## src/rtl/rf_wb_pkg.sv

```systemverilog
// rtl/rf_wb_pkg.sv - shared types and constants for the register-file writeback controller
package rf_wb_pkg;

    localparam int WB_AW    = 5;
    localparam int WB_DW    = 32;
    localparam int WB_DEPTH = 4;

    localparam logic [WB_AW-1:0] REG_ZERO = '0;

    typedef struct packed {
        logic [WB_AW-1:0] rd;
        logic [WB_DW-1:0] data;
        logic             kill;
    } wb_entry_t;

endpackage

```

## src/rtl/wb_fifo.sv

```systemverilog
// rtl/wb_fifo.sv - load-result circular buffer with per-entry kill marking and full visibility
module wb_fifo
    import rf_wb_pkg::*;
#(
    parameter int DEPTH = WB_DEPTH
) (
    input  logic                          clk,
    input  logic                          rst,
    input  logic                          push,
    input  wb_entry_t                     push_entry,
    input  logic                          pop,
    input  logic [DEPTH-1:0]              kill_set,
    output wb_entry_t                     head,
    output logic                          full,
    output logic                          empty,
    output logic [$clog2(DEPTH):0]        count,
    output logic [WB_AW-1:0]              entry_rd [DEPTH],
    output logic [DEPTH-1:0]              entry_kill,
    output logic [DEPTH-1:0]              entry_valid
);

    localparam int PW = $clog2(DEPTH);

    wb_entry_t     mem [DEPTH];
    logic [PW:0]   wr_ptr;
    logic [PW:0]   rd_ptr;
    logic [PW-1:0] off;

    always_ff @(posedge clk) begin
        if (rst) begin
            wr_ptr <= '0;
            rd_ptr <= '0;
            for (int i = 0; i < DEPTH; i++) begin
                mem[i] <= '0;
            end
        end else begin
            for (int i = 0; i < DEPTH; i++) begin
                if (kill_set[i]) begin
                    mem[i].kill <= 1'b1;
                end
            end
            // push never targets a live slot, so it cannot collide with a kill mark
            if (push) begin
                mem[wr_ptr[PW-1:0]] <= push_entry;
                wr_ptr              <= wr_ptr + 1'b1;
            end
            if (pop) begin
                rd_ptr <= rd_ptr + 1'b1;
            end
        end
    end

    assign count = wr_ptr - rd_ptr;
    assign empty = (wr_ptr == rd_ptr);
    assign full  = (wr_ptr[PW] != rd_ptr[PW]) && (wr_ptr[PW-1:0] == rd_ptr[PW-1:0]);
    assign head  = mem[rd_ptr[PW-1:0]];

    // a slot is live when its distance from the read pointer is below the occupancy
    always_comb begin
        off = '0;
        for (int i = 0; i < DEPTH; i++) begin
            off            = PW'(i) - rd_ptr[PW-1:0];
            entry_valid[i] = ({1'b0, off} < count);
            entry_rd[i]    = mem[i].rd;
            entry_kill[i]  = mem[i].kill;
        end
    end

endmodule

```

## src/rtl/rf_writeback_ctrl.sv

```systemverilog
// rtl/rf_writeback_ctrl.sv - register-file write port arbiter for ALU and buffered load results
module rf_writeback_ctrl
    import rf_wb_pkg::*;
#(
    parameter int DEPTH = WB_DEPTH,
    parameter int AW    = WB_AW,
    parameter int DW    = WB_DW
) (
    input  logic                       clk,
    input  logic                       rst,
    input  logic                       alu_valid,
    input  logic [AW-1:0]              alu_rd,
    input  logic [DW-1:0]              alu_data,
    input  logic                       ld_valid,
    output logic                       ld_ready,
    input  logic [AW-1:0]              ld_rd,
    input  logic [DW-1:0]              ld_data,
    output logic                       we3,
    output logic [AW-1:0]              a3,
    output logic [DW-1:0]              wd3,
    input  logic [AW-1:0]              q_rd,
    output logic                       q_hit,
    output logic [$clog2(DEPTH+1)-1:0] pending_cnt
);

    localparam int PW = $clog2(DEPTH);
    localparam int CW = $clog2(DEPTH+1);

    logic             alu_issue;
    logic             ld_push;
    logic             pop;
    logic             full;
    logic             empty;
    logic [PW:0]      count;
    logic [DEPTH-1:0] kill_set;
    logic [DEPTH-1:0] entry_kill;
    logic [DEPTH-1:0] entry_valid;
    logic [WB_AW-1:0] entry_rd [DEPTH];
    wb_entry_t        push_entry;
    wb_entry_t        head;

    assign alu_issue = alu_valid && (alu_rd != REG_ZERO);
    assign ld_ready  = !rst && !full;
    assign ld_push   = ld_valid && ld_ready && (ld_rd != REG_ZERO);
    assign pop       = !alu_issue && !empty;

    // a load arriving alongside a younger ALU write to the same register is born dead
    assign push_entry = '{rd: ld_rd, data: ld_data, kill: alu_issue && (ld_rd == alu_rd)};

    always_comb begin
        kill_set = '0;
        for (int i = 0; i < DEPTH; i++) begin
            kill_set[i] = alu_issue && entry_valid[i] && (entry_rd[i] == alu_rd);
        end
    end

    wb_fifo #(.DEPTH(DEPTH)) u_fifo (
        .clk         (clk),
        .rst         (rst),
        .push        (ld_push),
        .push_entry  (push_entry),
        .pop         (pop),
        .kill_set    (kill_set),
        .head        (head),
        .full        (full),
        .empty       (empty),
        .count       (count),
        .entry_rd    (entry_rd),
        .entry_kill  (entry_kill),
        .entry_valid (entry_valid)
    );

    always_ff @(posedge clk) begin
        if (rst) begin
            we3 <= 1'b0;
            a3  <= '0;
            wd3 <= '0;
        end else if (alu_issue) begin
            we3 <= 1'b1;
            a3  <= alu_rd;
            wd3 <= alu_data;
        end else if (pop) begin
            we3 <= !head.kill;
            a3  <= head.rd;
            wd3 <= head.data;
        end else begin
            we3 <= 1'b0;
        end
    end

    always_comb begin
        q_hit = 1'b0;
        for (int i = 0; i < DEPTH; i++) begin
            if (entry_valid[i] && !entry_kill[i] && (entry_rd[i] == q_rd)) begin
                q_hit = 1'b1;
            end
        end
        if (rst || (q_rd == REG_ZERO)) begin
            q_hit = 1'b0;
        end
    end

    assign pending_cnt = rst ? '0 : CW'(count);

endmodule

```

## config.mk

```make
export PLATFORM = sky130hd
export DESIGN_NAME = rf_writeback_ctrl
export DESIGN_NICKNAME = d
export VERILOG_FILES = /design/src/rtl/rf_wb_pkg.sv /design/src/rtl/wb_fifo.sv /design/src/rtl/rf_writeback_ctrl.sv
export SDC_FILE = /design/constraint.sdc
export NUM_CORES = 1
export LEC_CHECK = 0
export CORE_MARGIN = 2
export CORE_UTILIZATION = 45
export CTS_CLUSTER_DIAMETER = 60
export DETAILED_ROUTE_END_ITERATION = 6
export GPL_TIMING_DRIVEN = 1
export PLACE_DENSITY = 0.67
export SLEW_MARGIN = 10
export SYNTH_ARGS = -nofsm -noshare
export SYNTH_HDL_FRONTEND = slang
export SYNTH_HIERARCHICAL = 1
export SYNTH_SLANG_ARGS = --single-unit
```

## constraint.sdc

```tcl
create_clock -name clk -period 3.8 [get_ports clk]
set_input_delay 0.76 -clock clk [delete_from_list [all_inputs] [get_ports clk]]
set_output_delay 0.76 -clock clk [all_outputs]
set_load 0.005 [all_outputs]
```

# --- Word level (Yosys, flattened, before mapping) ---
# Memory sizes are Yosys's and may differ from the RTL's. A register that Yosys moved wholly into a read port is not among the register bits.
# Cells that the tools add are included.
totals:
  in_bits: 83
  memories: 1
  out_inout_bits: 43
  mem_bits_ro: 0
  reg_bits: 44
  word_cells: 105
  latchBits: 0
  mem_bits_rw: 152
classes:
  shift: 0
  n_addsub: 7
  muxes: 35
  n_eq_ne: 12
  n_mul: 0
  div: 0
  n_lt_le_gt_ge: 4
  reduce_logical: 37
  bitwise: 4
memory_table:
  columns: ["name", "words", "width", "read_ports", "rd_clocked_by_memory_dff", "write_ports", "line_no", "rtl"]
  rows:
  - ["u_fifo.mem", 4, 38, 5, 1, 5, "wb_fifo.sv:24", "wb_entry_t mem [DEPTH];"]
ops:
  columns: ["op", "count"]
  rows:
  - ["2-to-1 mux 32 bit", 2]
  - ["== test 5 bit", 9]
  - ["2-to-1 mux 1 bit", 28]
  - ["logical AND 1 bit", 23]
  - ["less-than comparator 2 x 3 -> 1 bit", 4]
  - ["2-to-1 mux 5 bit", 2]
  - ["nonzero test 5 bit", 2]
  - ["zero test 1 bit", 9]
  - ["adder 3 x 1 -> 3 bit (second input constant)", 2]
  - ["zero test 5 bit", 1]
  - ["2-to-1 mux 2 bit", 2]
  - ["bitwise OR 1 bit", 4]
  - ["subtractor 1 x 2 -> 2 bit (first input constant)", 2]
  - ["subtractor 2 bit (first input constant)", 2]
  - ["== test 3 bit", 1]
  - ["2-to-1 mux 3 bit", 1]
  - ["subtractor 3 bit", 1]
  - ["== test 2 bit", 1]
  - ["nonzero test 2 bit", 1]
  - ["logical OR 1 bit", 1]
  - ["!= test 1 bit", 1]

# --- Logic depth before layout (Yosys ltp) ---
depth:
  ltp_word: 9
  depth_mapped: 12
  depth_no_buf: 12

# --- By module ---
# Netlist, hierarchy kept.
modules_own_cells:
  columns: ["mod", "n_inst", "cells_each", "area_each_um2"]
  rows:
  - ["wb_fifo", 1, 485, 7337.0]
  - ["rf_writeback_ctrl", 1, 261, 2518.7]

# --- Least setup slack after synthesis ---
# Ideal clock, no wire load.
synth_timing:
  path_kind: "input to register"
  from: "input port rst"
  to: "memory u_fifo/mem[0][10] (netlist bit) (enable)"
  path_stages: 7
  setup_time_ns: 0.393
  required_time_ns: 3.407
  slack_ns: 0.735
  n_path_buf: 3
  arrival_ns: 2.672
  cell_sequence: "clkbuf_1 -> nor2_1 -> nand2_1 -> a21oi_1 -> buf_2 -> buf_2 -> a21o_1"
synth_rtl:
  columns: ["item", "line_no", "rtl"]
  rows:
  - ["start, declared", "rf_writeback_ctrl.sv:10", "input logic rst,"]
  - ["end, declared", "wb_fifo.sv:24", null]

# --- Final worst setup path ---
layout_timing:
  from: "register u_fifo.wr_ptr[0]"
  to: "output port q_hit"
layout_between:
  elab_cells_between_ends: 18
layout_rtl:
  columns: ["item", "line_no", "rtl"]
  rows:
  - ["start, declared", "wb_fifo.sv:25", "logic [PW:0] wr_ptr;"]
  - ["start signal, assigned", "wb_fifo.sv:45", "wr_ptr <= wr_ptr + 1'b1;"]
  - ["subtractor 3 bit", "wb_fifo.sv:53", "assign count = wr_ptr - rd_ptr;"]
  - ["via count[1]", "rf_writeback_ctrl.sv:34", "logic [PW:0] count;"]
  - ["less-than comparator 2 x 3 -> 1 bit", "wb_fifo.sv:63", "entry_valid[i] = ({1'b0, off} < count);"]
  - ["via entry_valid[3]", "rf_writeback_ctrl.sv:37", "logic [DEPTH-1:0] entry_valid;"]
  - ["logical AND 1 bit (2 in a row)", "rf_writeback_ctrl.sv:94", "if (entry_valid[i] && !entry_kill[i] && (entry_rd[i] == q_rd)) begin"]
  - ["2-to-1 mux 1 bit", "rf_writeback_ctrl.sv:94", null]
  - ["2-to-1 mux 1 bit", "rf_writeback_ctrl.sv:98", "if (rst || (q_rd == REG_ZERO)) begin"]
  - ["end, declared", "rf_writeback_ctrl.sv:22", "output logic q_hit,"]
# The timed path passes the listed nets, and every way through them passes these cells.

==> reports/results.ini <==
[timing]
fmax_mhz = 276
holdWs_ns = 0.589
finalCritPeriodShare_pct = 95.3
setup_viol_count_final = 0
worst_pin_slew_ns = 1.01
fin_crit_ns = 3.62
hold_viol = 0
postLayoutSetupSlackWorst_ns = 0.178
slew_violations = 0
maxSlewHeadroom_pct = 32.7
setup_tns_ns = 0
finClkSkew_ns = 0.00897

[power]
finalPower_mw = 5.49
powerDensity_mw_per_mm2 = 461
ir_worst_vdd_uv = 327
p_leak_nw = 4.36

[die]
die_h_um = 152
die_area_mm2 = 0.0231
die_w_um = 152
initial_utilization_pct = 45.4
rows = 54
boundaryPins = 126
core_mm2 = 0.0217

[worst_hold_path]
hold_path_class = flip-flop to flip-flop
holdPathEnd = wd3[18]$_SDFFE_PP0P_
hold_depth = 2
worstHoldStart = wd3[18]$_SDFFE_PP0P_

[placement]
post-place-ws_ns = 0.159
dp.cells = 1095
port_buffers = 125
place.gp.congestion = 0.883
dp_hpwl_mm = 15.1
placed_cell_area_mm2 = 0.0112

[clock_tree]
cts.sinks = 198
hold_buffers = 0
clock_latency_ns = 0.43
cts_tree = done
clk_pin_slew_worst_paths_ns = 0.07
cts_made_buffers = 17
htreeDepth = 4
cts_root_buf = clkbuf_16
clockBufferDepth = 2

[worst_setup_path]
critPathLaunchType = flip-flop
crit_path_end_kind = output port
cp_max_fo = 4
crit_type = flip-flop to output port
r2r_end = u_fifo/mem[2][27]$_DFFE_PP_
reg2reg_setup_slack_ns = 1.04
critPathRequiredTime_ns = 3.04
r2r_cells = 11
r2r-start = u_fifo/rd_ptr[1]$_SDFFE_PP0P_
worstPathArrival_ns = 2.86

[synth]
syn-instance-count = 746
synth.top_cells.by_area = edfxtp_1, dfxtp_1, mux4_2
yosys_register_bits = 198
synth_warnings = 6
yosysTopAreaCell = edfxtp_1
synth.top_cell.area_share_pct = 45.4
synthDistinctLibCells = 41
syn_area_per_cell_um2 = 13.2
netlist_area_mm2 = 0.00986
synth_seq_area_share_pct = 55.4
syn_nets = 843

[layout]
multi_input_area_mm2 = 0.00397
antenna_cells = 0
layout.nets = 936
fillers = 1779
seqCellArea_mm2 = 0.00546
design_area_mm2 = 0.0119
fin_util_pct = 54.9
syn_to_final_growth_pct = 20.8
final_cells = 1132
layout-drive-gt1-share_pct = 18.8

[routing]
vias = 6012
drt_iter0_markers = 389
routed_wl_mm = 22.6
avgRoutedWirePerCell_um = 20.0
route.detailed.drc = 0
first_pass_iters = 4
drt-vias-per-instance = 5.31
drtAntennaViolNets = 0

[status]
status = completed

[run]
maxCapViolCount = 0

[global_route]
first_global_vias = 6366
grt_pass1_wl_mm = 35.6
grt_max_degree = 61
antenna_found_initial = 1
grt_use_total_pct = 20.0
grt_overflow = 0

## report_power, final
group / leakage [nW] / switching [mW] / total (mW) / internal (mW)
clock network: 0.282 / 0.765 / 1.75 / 0.983
registers: 1.96 / 0.0925 / 2.55 / 2.46
logic: 2.12 / 0.546 / 1.19 / 0.645
## metal layers
| metal | vias to the layer above | wire [µm] | global-route usage, % |
|---|---|---|---|
| li1 | 2824 | - | - |
| met1 | 3010 | 9600 | 25.7 |
| met2 | 145 | 11600 | 34.7 |
| met5 | - | 16 | 0 |
| met4 | 2 | 389 | 6.32 |
| met3 | 31 | 966 | 3.45 |
## registers in the layout, indices dropped and copies added (netlist names), named ones only
name / flops
u_fifo/rd_ptr: 3
u_fifo/mem: 152
u_fifo/wr_ptr: 3
a3: 5
wd3: 32
we3: 1
## worst max-delay path, cell delays in order (launching register included)
cell,delay (ns)
dfxtp_1,0.32
inv_2,0.08
ha_1,0.15
inv_1,0.05
fa_1,0.53
inv_2,0.06
ha_1,0.29
nor2b_1,0.14
o21ai_2,0.15
nor4b_4,0.23
nor4_2,0.06
nor3_1,0.12
dlygate4sd2_1,0.25
## layout by cell type (no fill, tap or decap), types with 3 or more instances in the layout
master,instances
xor2_1,7
a21oi_1,7
mux4_2,38
o2bb2ai_1,3
nand2_1,20
nor2b_1,7
inv_1,7
nand4_1,8
nor2_1,88
buf_4,22
nor4b_4,4
nand3_1,5
edfxtp_1,149
clkbuf_16,17
dfxtp_2,3
a21o_2,4
nand2b_1,3
xnor2_1,41
ha_1,13
and3b_1,4
dfxtp_1,46
mux2i_1,37
nor3_1,6
a211oi_2,35
clkdlybuf4s50_1,123
clkinv_2,4
o21ai_2,4
a21bo_2,3
buf_12,6
and2_1,106
## final cells by class
type,instances,share of cell area [%]
clock buffer,19,3.72
clock inverter,13,1.09
inverter,9,0.284
multi-input combinational,461,33.3
sequential,198,45.8
tap,280,2.94
timing repair buffer,152,12.8
## kinds of logic (layout without fill, tap and decap cells)
logic type,count (synthesis),after routing,share of synthesized area (%)
flip-flops,198,198,55.4
buffers and inverters,87,193,5.42
AO/OA/AOI/OAI,60,60,6.25
adder cells (fa/ha/maj),14,14,1.85
AND/OR/NAND/NOR,261,261,14.0
XOR/XNOR,49,49,4.51
multiplexers,77,77,12.7
## cell usage after synthesis, drive strengths merged
| master | n |
|---|---|
| nor2b | 8 |
| nor4 | 2 |
| or4 | 2 |
| fa | 1 |
| o2bb2ai | 3 |
| nor4b | 4 |
| a211oi | 35 |
| mux2i | 37 |
| nand3 | 5 |
| a21o | 4 |
| a21bo | 3 |
| mux2 | 2 |
| buf | 52 |
| xor2 | 7 |
| ha | 13 |
| clkbuf | 26 |
| nand2b | 3 |
| a21oi | 8 |
| dfxtp | 49 |
| xnor2 | 41 |
| nor3 | 6 |
| nand4 | 8 |
| nand2 | 20 |
| or2 | 2 |
| and3b | 4 |
| nand3b | 2 |
| a22oi | 2 |
| mux4 | 38 |
| nor2 | 89 |
| xor3 | 1 |
| and2 | 106 |
| inv | 9 |
| o21ai | 5 |
| edfxtp | 149 |
## worst max path at each step
stage	from	endpoint	slack, ns	depth (start not counted)
6_report	u_fifo/wr_ptr[0]$_SDFFE_PP0P_	q_hit	0.18	12
5_1_grt	u_fifo/wr_ptr[0]$_SDFFE_PP0P_	q_hit	-0.005	12
4_1_cts	u_fifo/wr_ptr[0]$_SDFFE_PP0P_	q_hit	0.15	12
3_5_place_dp	u_fifo/wr_ptr[0]$_SDFFE_PP0P_	q_hit	0.16	12
3_3_place_gp	u_fifo/wr_ptr[0]$_SDFFE_PP0P_	q_hit	0.24	12
2_1_floorplan	rst	u_fifo/mem[0][10]$_DFFE_PP_	0.73	7
## repair_timing
| action | in CTS | in global routing |
|---|---|---|
| hold endpoints to repair | 0 | 0 |
| setup endpoints to repair | 1 | 1 |
| cloned | 0 | 0 |
| gates resized for setup | 11 | 11 |
| setup buffers | 5 | 0 |
| pin swaps | 2 | 4 |
(Power assumes the default switching activity.)
